$ cat src/rtl/execute_unit.sv
// Execute stage: single-cycle ALU/branch/address ops, fixed-latency
// multiply and a restoring divider behind a valid/ready handshake.
module execute_unit #(
  parameter int XLEN       = 32,
  parameter int ENABLE_M   = 1,
  parameter int MUL_STAGES = 2
) (
  input  logic            clk,
  input  logic            rst_n,
  input  logic            in_valid,
  output logic            in_ready,
  input  logic [XLEN-1:0] in_addr,
  input  logic            in_noop,
  input  logic [6:0]      in_opcode,
  input  logic [2:0]      in_funct3,
  input  logic [6:0]      in_funct7,
  input  logic [XLEN-1:0] in_rs1_data,
  input  logic [XLEN-1:0] in_rs2_data,
  input  logic [XLEN-1:0] in_imm,
  output logic            out_valid,
  input  logic            out_ready,
  output logic            out_noop,
  output logic [XLEN-1:0] out_res,
  output logic            busy
);

  localparam int SH = $clog2(XLEN);
  localparam int HW = 12 - SH;
  localparam int CW = $clog2(XLEN + 1);

  localparam logic [6:0] OPC_OP    = 7'b0110011;
  localparam logic [6:0] OPC_OPI   = 7'b0010011;
  localparam logic [6:0] OPC_LOAD  = 7'b0000011;
  localparam logic [6:0] OPC_STORE = 7'b0100011;
  localparam logic [6:0] OPC_BR    = 7'b1100011;
  localparam logic [6:0] OPC_JAL   = 7'b1101111;
  localparam logic [6:0] OPC_JALR  = 7'b1100111;
  localparam logic [6:0] OPC_LUI   = 7'b0110111;
  localparam logic [6:0] OPC_AUIPC = 7'b0010111;

  localparam logic [HW-1:0]   SRA_HI = {2'b01, {(HW-2){1'b0}}};
  localparam logic [XLEN-1:0] MIN_V  = {1'b1, {(XLEN-1){1'b0}}};

  typedef enum logic [1:0] {
    S_IDLE,
    S_MUL,
    S_DIV
  } state_t;

  state_t          state_q, state_d;
  logic [XLEN-1:0] a_q, a_d;
  logic [XLEN-1:0] b_q, b_d;
  logic [XLEN-1:0] rem_q, rem_d;
  logic [CW-1:0]   cnt_q, cnt_d;
  logic [2:0]      f3_q, f3_d;
  logic            neg_q, neg_d;
  logic            isrem_q, isrem_d;
  logic            ov_q, ov_d;
  logic            on_q, on_d;
  logic [XLEN-1:0] res_q, res_d;

  logic            accept;
  logic [XLEN-1:0] rs1, rs2;
  logic [HW-1:0]   imm_hi;

  assign rs1    = in_rs1_data;
  assign rs2    = in_rs2_data;
  assign imm_hi = in_imm[11:SH];
  assign accept = in_valid && in_ready;

  function automatic logic [XLEN-1:0] alu(
    input logic [2:0]      f,
    input logic            alt,
    input logic [XLEN-1:0] x,
    input logic [XLEN-1:0] y
  );
    logic [SH-1:0] s;
    s = y[SH-1:0];
    unique case (f)
      3'b000: return alt ? x - y : x + y;
      3'b001: return x << s;
      3'b010: return XLEN'($signed(x) < $signed(y));
      3'b011: return XLEN'(x < y);
      3'b100: return x ^ y;
      3'b101: return alt ? XLEN'($signed(x) >>> s) : x >> s;
      3'b110: return x | y;
      3'b111: return x & y;
    endcase
  endfunction

  // Single-cycle decode; M-ops only flag their class here.
  logic [XLEN-1:0] dec_res;
  logic            dec_noop, dec_mul, dec_div;

  always_comb begin
    dec_res  = '0;
    dec_noop = 1'b1;
    dec_mul  = 1'b0;
    dec_div  = 1'b0;
    unique case (1'b1)
      in_opcode == OPC_OP: begin
        if (in_funct7 == 7'b0000000) begin
          dec_res  = alu(in_funct3, 1'b0, rs1, rs2);
          dec_noop = 1'b0;
        end else if (in_funct7 == 7'b0100000 &&
                     (in_funct3 == 3'b000 || in_funct3 == 3'b101)) begin
          dec_res  = alu(in_funct3, 1'b1, rs1, rs2);
          dec_noop = 1'b0;
        end else if (in_funct7 == 7'b0000001 && ENABLE_M != 0) begin
          dec_mul  = !in_funct3[2];
          dec_div  = in_funct3[2];
          dec_noop = 1'b0;
        end
      end
      in_opcode == OPC_OPI: begin
        if (in_funct3 == 3'b001) begin
          if (imm_hi == '0) begin
            dec_res  = alu(3'b001, 1'b0, rs1, in_imm);
            dec_noop = 1'b0;
          end
        end else if (in_funct3 == 3'b101) begin
          if (imm_hi == '0 || imm_hi == SRA_HI) begin
            dec_res  = alu(3'b101, imm_hi[HW-2], rs1, in_imm);
            dec_noop = 1'b0;
          end
        end else begin
          dec_res  = alu(in_funct3, 1'b0, rs1, in_imm);
          dec_noop = 1'b0;
        end
      end
      in_opcode == OPC_LOAD || in_opcode == OPC_STORE: begin
        dec_res  = rs1 + in_imm;
        dec_noop = 1'b0;
      end
      in_opcode == OPC_BR: begin
        dec_noop = 1'b0;
        unique case (in_funct3)
          3'b000: dec_res = XLEN'(rs1 == rs2);
          3'b001: dec_res = XLEN'(rs1 != rs2);
          3'b100: dec_res = XLEN'($signed(rs1) < $signed(rs2));
          3'b101: dec_res = XLEN'($signed(rs1) >= $signed(rs2));
          3'b110: dec_res = XLEN'(rs1 < rs2);
          3'b111: dec_res = XLEN'(rs1 >= rs2);
          default: dec_noop = 1'b1;
        endcase
      end
      in_opcode == OPC_JAL: begin
        dec_res  = in_addr + XLEN'(4);
        dec_noop = 1'b0;
      end
      in_opcode == OPC_JALR: begin
        if (in_funct3 == 3'b000) begin
          dec_res  = in_addr + XLEN'(4);
          dec_noop = 1'b0;
        end
      end
      in_opcode == OPC_LUI: begin
        dec_res  = in_imm;
        dec_noop = 1'b0;
      end
      in_opcode == OPC_AUIPC: begin
        dec_res  = in_addr + in_imm;
        dec_noop = 1'b0;
      end
      default: ;
    endcase
    if (in_noop) begin
      dec_res  = '0;
      dec_noop = 1'b1;
      dec_mul  = 1'b0;
      dec_div  = 1'b0;
    end
  end

  // Divide-by-zero and signed overflow bypass the iterative path.
  logic            dsgn, drem, dzero, dovf;
  logic [XLEN-1:0] dspec_res;

  always_comb begin
    dsgn      = !in_funct3[0];
    drem      = in_funct3[1];
    dzero     = (rs2 == '0);
    dovf      = dsgn && (rs1 == MIN_V) && (&rs2);
    dspec_res = dzero ? (drem ? rs1 : '1) : (drem ? '0 : rs1);
  end

  // Operands come straight from the inputs when MUL_STAGES is 1.
  logic [XLEN-1:0]   mul_a, mul_b, mul_res;
  logic [2:0]        mul_f3;
  logic              mul_sa, mul_sb;
  logic [2*XLEN-1:0] mul_ea, mul_eb, mul_p;

  always_comb begin
    mul_a   = (state_q == S_MUL) ? a_q : rs1;
    mul_b   = (state_q == S_MUL) ? b_q : rs2;
    mul_f3  = (state_q == S_MUL) ? f3_q : in_funct3;
    mul_sa  = (mul_f3 == 3'b001) || (mul_f3 == 3'b010);
    mul_sb  = (mul_f3 == 3'b001);
    mul_ea  = {{XLEN{mul_sa & mul_a[XLEN-1]}}, mul_a};
    mul_eb  = {{XLEN{mul_sb & mul_b[XLEN-1]}}, mul_b};
    mul_p   = mul_ea * mul_eb;
    mul_res = (mul_f3 == 3'b000) ? mul_p[XLEN-1:0]
                                 : mul_p[2*XLEN-1:XLEN];
  end

  logic [XLEN:0]   rem_sh, diff;
  logic [XLEN-1:0] step_quo, step_rem, div_mag;

  always_comb begin
    rem_sh = {rem_q, a_q[XLEN-1]};
    diff   = rem_sh - {1'b0, b_q};
    if (!diff[XLEN]) begin
      step_rem = diff[XLEN-1:0];
      step_quo = {a_q[XLEN-2:0], 1'b1};
    end else begin
      step_rem = rem_sh[XLEN-1:0];
      step_quo = {a_q[XLEN-2:0], 1'b0};
    end
    div_mag = isrem_q ? step_rem : step_quo;
  end

  always_comb begin
    state_d = state_q;
    a_d     = a_q;
    b_d     = b_q;
    rem_d   = rem_q;
    cnt_d   = cnt_q;
    f3_d    = f3_q;
    neg_d   = neg_q;
    isrem_d = isrem_q;
    ov_d    = ov_q && !out_ready;
    on_d    = on_q;
    res_d   = res_q;
    unique case (state_q)
      S_IDLE: begin
        if (accept) begin
          if (dec_mul && MUL_STAGES > 1) begin
            state_d = S_MUL;
            a_d     = rs1;
            b_d     = rs2;
            f3_d    = in_funct3;
            cnt_d   = CW'(MUL_STAGES - 1);
          end else if (dec_mul) begin
            ov_d  = 1'b1;
            on_d  = 1'b0;
            res_d = mul_res;
          end else if (dec_div && !(dzero || dovf)) begin
            state_d = S_DIV;
            a_d     = (dsgn && rs1[XLEN-1]) ? -rs1 : rs1;
            b_d     = (dsgn && rs2[XLEN-1]) ? -rs2 : rs2;
            rem_d   = '0;
            cnt_d   = CW'(XLEN);
            isrem_d = drem;
            neg_d   = dsgn && (drem ? rs1[XLEN-1]
                                    : rs1[XLEN-1] ^ rs2[XLEN-1]);
          end else if (dec_div) begin
            ov_d  = 1'b1;
            on_d  = 1'b0;
            res_d = dspec_res;
          end else begin
            ov_d  = 1'b1;
            on_d  = dec_noop;
            res_d = dec_res;
          end
        end
      end
      S_MUL: begin
        if (cnt_q == CW'(1)) begin
          state_d = S_IDLE;
          cnt_d   = '0;
          ov_d    = 1'b1;
          on_d    = 1'b0;
          res_d   = mul_res;
        end else begin
          cnt_d = cnt_q - CW'(1);
        end
      end
      S_DIV: begin
        a_d   = step_quo;
        rem_d = step_rem;
        cnt_d = cnt_q - CW'(1);
        if (cnt_q == CW'(1)) begin
          state_d = S_IDLE;
          ov_d    = 1'b1;
          on_d    = 1'b0;
          res_d   = neg_q ? -div_mag : div_mag;
        end
      end
      default: state_d = S_IDLE;
    endcase
  end

  always_ff @(posedge clk) begin
    if (!rst_n) begin
      state_q <= S_IDLE;
      a_q     <= '0;
      b_q     <= '0;
      rem_q   <= '0;
      cnt_q   <= '0;
      f3_q    <= '0;
      neg_q   <= 1'b0;
      isrem_q <= 1'b0;
      ov_q    <= 1'b0;
      on_q    <= 1'b1;
      res_q   <= '0;
    end else begin
      state_q <= state_d;
      a_q     <= a_d;
      b_q     <= b_d;
      rem_q   <= rem_d;
      cnt_q   <= cnt_d;
      f3_q    <= f3_d;
      neg_q   <= neg_d;
      isrem_q <= isrem_d;
      ov_q    <= ov_d;
      on_q    <= on_d;
      res_q   <= res_d;
    end
  end

  assign in_ready  = rst_n && (state_q == S_IDLE) && (!ov_q || out_ready);
  assign busy      = (state_q != S_IDLE);
  assign out_valid = ov_q;
  assign out_noop  = on_q;
  assign out_res   = res_q;

endmodule
$ cat config.mk
export PLATFORM = sky130hd
export DESIGN_NAME = execute_unit
export DESIGN_NICKNAME = d
export VERILOG_FILES = /design/src/rtl/execute_unit.sv
export SDC_FILE = /design/constraint.sdc
export NUM_CORES = 2
export LEC_CHECK = 0
export ABC_CLOCK_PERIOD_IN_PS = 33300
export CORE_ASPECT_RATIO = 1.4
export CORE_UTILIZATION = 34
export CTS_CLUSTER_SIZE = 40
export DETAILED_ROUTE_END_ITERATION = 7
export MAX_ROUTING_LAYER = met4
export PLACE_DENSITY = 0.54
export SLEW_MARGIN = 20
export SYNTH_ARGS = -nofsm -noshare
export SYNTH_HDL_FRONTEND = slang
export SYNTH_SLANG_ARGS = --single-unit
$ cat constraint.sdc
create_clock -name clk -period 33.3 [get_ports clk]
set_input_delay 3.33 -clock clk [delete_from_list [all_inputs] [get_ports clk]]
set_output_delay 3.33 -clock clk [all_outputs]
set_load 0.05 [all_outputs]
# Word-level counts from Yosys, hierarchy flattened
# Cells that the tools add are included.
[classes]
add_sub_neg = 10
multipliers = 1
magnitude_cmp = 6
n_eq_ne = 35
shifts = 6
muxes = 87
n_bitwise = 10
reduce_logical = 46
[ops]
columns = ["cell", "n"]
rows = [
  ["$mux W32", 34],
  ["$pmux W32 S8", 3],
  ["$pmux W32 S6", 1],
  ["$lt A32 B32 Y1", 4],
  ["$pmux W32 S2", 2],
  ["$add A32 B32 Y32", 3],
  ["$neg A32 Y32", 3],
  ["$pmux W32 S3", 1],
  ["$and A32 B32 Y32", 2],
  ["$ge A32 B32 Y1", 2],
  ["$mul A33 B33 Y64", 1],
  ["$or A32 B32 Y32", 2],
  ["$shl A32 B5 Y32", 2],
  ["$shr A32 B5 Y32", 2],
  ["$sshr A32 B5 Y32", 2],
  ["$xor A32 B32 Y32", 2],
  ["$eq A7 B6 Y1 const B", 5],
  ["$sub A33 B32 Y33", 1],
  ["$add A32 B3 Y32 const B", 1],
  ["$eq A32 B32 Y1", 1],
  ["$eq A32 B32 Y1 const B", 1],
  ["$logic_not A32 Y1", 1],
  ["$ne A32 B32 Y1", 1],
  ["$reduce_and A32 Y1", 1],
  ["42 further kinds", 123],
]
[totals]
ff_bits = 143
in_bits = 150
output_inout_bits = 36

# Longest topological paths before layout
[logic_depth]
depth_word = 12
ltp_mapped = 40
mapped_depth_nobuf = 37

# Worst setup path before layout
# Ideal clock, no wire load.
[synth_timing]
path_type = "input to register"
start = "in in_rs2_data[0]"
end = "reg res_q[16], in the netlist out_res[16]"
setup_ns = 0.116
t_arrival_ns = 12.963
required_ns = 33.184
slack_ns = 20.221
stages = 35
path_cell_list = "clkbuf_1 > inv_1 > buf_1 > clkbuf_1 > buf_1 > o21a_1 > clkbuf_1 > clkbuf_1 > nor2_1 > fa_1 > inv_1 > fa_1 > inv_1 > fa_1 > fa_1 > fa_1 > fa_1 > inv_1 > fa_1 > inv_1 > fa_1 > ha_1 > and3_1 > and4_1 > nor2b_1 > a311o_1 > a211oi_1 > and2_1 > nor4_1 > nor4_1 > o21bai_1 > xor2_1 > a221oi_1 > a211oi_1 > a31o_2"
[synth_between]
elab_chain_len = 11
elab_cells_between_ends = 29
cone_classes = "2 x add/sub; 1 x mul; 1 x eq/ne; 3 x shift; 15 x mux; 7 x reduce/logical"
[synth_lines]
columns = ["element", "line_no", "rtl"]
rows = [
  ["from (decl)", "18", "input logic [XLEN-1:0] in_rs2_data,"],
  ["parallel branches: the longest is 11 deep, another holds $mul A33 B33 Y64", "-", ""],
  ["to (signal assigned)", "317", "res_q <= res_d;"],
  ["to (decl)", "60", "logic [XLEN-1:0] res_q, res_d;"],
]
# Parallel ways; which one is timed is not known. The select of a mux whose other input is x is not followed.
# A chain may end at the register's enable or synchronous reset.

# Worst setup path in the final report
[layout_timing]
start = "in in_rs1_data[31]"
end = "reg res_q[30], in the netlist out_res[30]"
[layout_between]
elab_chain_len = 12
elab_cells_between_ends = 35
cone_classes = "1 x mul; 2 x eq/ne; 6 x shift; 19 x mux; 1 x bitwise; 6 x reduce/logical"
[layout_lines]
columns = ["element", "line_no", "rtl"]
rows = [
  ["from (decl)", "17", "input logic [XLEN-1:0] in_rs1_data,"],
  ["parallel branches: the longest is 12 deep, another holds $mul A33 B33 Y64", "-", ""],
]
# Parallel ways; which one is timed is not known. The select of a mux whose other input is x is not followed.

==> flow_summary.toml <==
[critical_path]
crit_arrival_ns = 15.66
critPathLaunchType = "input port"
worst_setup_path_end_kind = "flop"
rr_worst_depth = 36
path_class = "in2reg"
r2r-end = "out_res[30]"
cp_max_fo = 27
cp_slowest_cell = "a211oi_1"
worstReg2RegStart = "state_q[1]"
max_stage_delay_ns = 0.83
reg2reg_slack_ns = 19.75
cp-startpoint = "in_rs1_data[31]"
cp_common_cell = "inv_1"
cp.required_ns = 33.65

[logic_synthesis]
synth.distinct_cells = 105
ys_top_cells_by_area = "fa_1, ha_1, inv_1"
synthArstFlopShare_pct = 0
netlist_instances = 8956
yosysWarningCount = 0
synth_edf_count = 0
synth_top_cell_area_share_pct = 32.52
syn-cell-area_sq_um = 69560
avgSynthCellArea_sq_um = 7.767
ys.flop_type = "dfxtp_1"
yosys.area.top_type = "fa_1"
ys_seq_elements = 143
ys_seq_area_share_pct = 4.116
synth_nets = 10720

[clock_tree]
ctsResizeCount = 0
clkTransAtPathRegs_ns = 0.08
cts_hold_buf = 0
cts_tree = "yes"
cts_sinks = 143
numCtsBuffers = 17
cts_root_buf = "clkbuf_16"
cts-htree-levels = 4
post_cts_buffers = 0
clk_path_buf_depth = 2
clock_latency_ns = 0.51

[floorplan]
die_w_um = 384.3
start_util_pct = 34.17
fp.coreArea_sq_um = 203500
dieHeight_um = 537.2
die_area_sq_um = 206400
io_pins = 186
num_rows = 196

[placed_design]
dpl.hpwl_mm = 341.9
io_buffers = 185
placed_cell_area_sq_um = 75250
gp_congestion = 1.101

[layout]
fin_area_sq_um = 75970
syn_to_final_growth_pct = 9.224
layout-drive-gt1-share_pct = 6.774
final_util_pct = 37.33
final_nets = 10650

[sta]
hold_ws_ns = 0.4899
fin_crit_ns = 15.31
fin_tns_setup_ns = 0
tightest_slew_ns = 1.792
fmax_ghz = 0.06531
slew_headroom_pct = -19.89
clock_skew_ns = 0.02596
setup_viol = 0
rsz0062_at_grt = "false"
fin_crit_sh_pct = 45.98
hold_viol_final = 0
slew_violations = 4

[outcome]
status = "finished, violations left"
violations = "capacitance limit, slew limit"

[worst_hold_path]
hold_start = "rem_q[23]"
hold_end = "rem_q[23]"
hold_depth = 2
min_path_type = "reg2reg"

[detailed_routing]
route.detailed.drc = 0
ant_nets = 0
finalWirelength_mm = 425.5
wl_per_cell_um = 36.61
vias = 70040
drt_iter0_markers = 6670
vias_per_cell = 6.027
firstDrtPassIters = 6

[global_route]
overflow = 0
grt_pass1_wl_mm = 584.7
antenna_found_initial = 46
grt_use_total_pct = 42.19
grt_max_degree = 112
grt_pass1_vias = 72790

[run]
maxCapViolCount = 1
[worst max path at each step]
stage | end | slack [ns] | cells past startpoint
global placement | out_res[24] | 17.70 | 34
finish | out_res[30] | 17.99 | 35
floorplan | out_res[16] | 20.22 | 35
global route | out_res[30] | 17.72 | 35
detailed placement | out_res[30] | 17.61 | 35
CTS | out_res[30] | 18.11 | 35
[layout by cell type, fill, tap and decap left out, types with 55 or more instances in the layout]
| master | netlist | routed |
|---|---|---|
| xnor2_1 | 226 | 221 |
| mux2i_1 | 147 | 145 |
| nand3_1 | 128 | 128 |
| a31oi_1 | 57 | 57 |
| a211oi_1 | 62 | 61 |
| nand2_1 | 1281 | 1279 |
| nor2_1 | 802 | 794 |
| o211ai_1 | 61 | 61 |
| a21oi_1 | 434 | 432 |
| a21o_1 | 90 | 90 |
| mux4_2 | 79 | 79 |
| dfxtp_1 | 143 | 142 |
| nor3_1 | 122 | 118 |
| o21ai_0 | 503 | 484 |
| o21a_1 | 86 | 84 |
| nand2b_1 | 55 | 55 |
| fa_1 | 1130 | 1129 |
| ha_1 | 480 | 478 |
| and2_1 | 71 | 71 |
| inv_1 | 1383 | 1381 |
| buf_4 | 3 | 301 |
| clkdlybuf4s50_1 | 0 | 171 |
[layer usage]
layer | GRT usage (%) | wire length, um | share of wire (%) | up-vias
li1 | - | - | - | 29290
met1 | 42.45 | 144600 | 34 | 35630
met2 | 69.21 | 203200 | 48 | 3714
met3 | 6.265 | 25910 | 6.1 | 1411
met4 | 41.62 | 51800 | 12 | 0
met5 | - | 0 | 0 | -
[cell type report]
cell class | instances | area, sq um
clock inverters | 15 | 151.4
well taps | 2673 | 3344
repair buffers | 481 | 4031
clock buffers | 17 | 425.4
multi-input cells | 6847 | 59790
fillers | 21690 | 127600
flip-flops and latches | 143 | 2864
diodes | 47 | 117.6
inverters | 1399 | 5251
[cell families (layout without fill, tap and decap cells)]
kind of cell    Yosys count  in the layout  synth area share, %
other cells               0             47                    0
simple gates           2759           2759                17.10
mux                     250            250                5.073
flops                   143            143                4.116
buf+inv                1966           1912                10.67
compound gates         1916           1916                17.91
fa+ha+maj              1641           1641                41.60
xor+xnor                281            281                3.538
[state kept, by name (all words and copies together), names as in the netlist]
register	count
isrem_q	1
f3_q	3
state_q	2
out_res	32
cnt_q	6
out_noop	1
neg_q	1
out_valid	1
b_q	32
rem_q	32
a_q	32
[per-stage QoR]
step | cells | setup WS (ns)
finish | 11620 | 17.99
global route | 11610 | 17.72
CTS | 11580 | 18.11
detailed placement | 11540 | 17.61
global placement | 11540 | 17.70
floorplan | 8956 | 20.22
[cell usage after synthesis (128+ instances only)]
library cell  number
o21ai_0          503
nand3_1          128
dfxtp_1          143
mux2i_1          147
clkbuf_1         488
inv_1           1383
nand2_1         1281
nor2_1           802
a21oi_1          434
xnor2_1          226
fa_1            1130
ha_1             480
[critical path, delay by kind of cell]
family	cells	cell delay, ns
multiplexers	1	0.19
adder cells (fa/ha/maj)	9	4.58
AO/OA/AOI/OAI	7	2.73
buffers and inverters	13	3.69
AND/OR/NAND/NOR	5	1.05
Power is left out: the tool's default activity adds up to more than one toggle a clock period on the data nets, which glitch-free logic cannot reach.
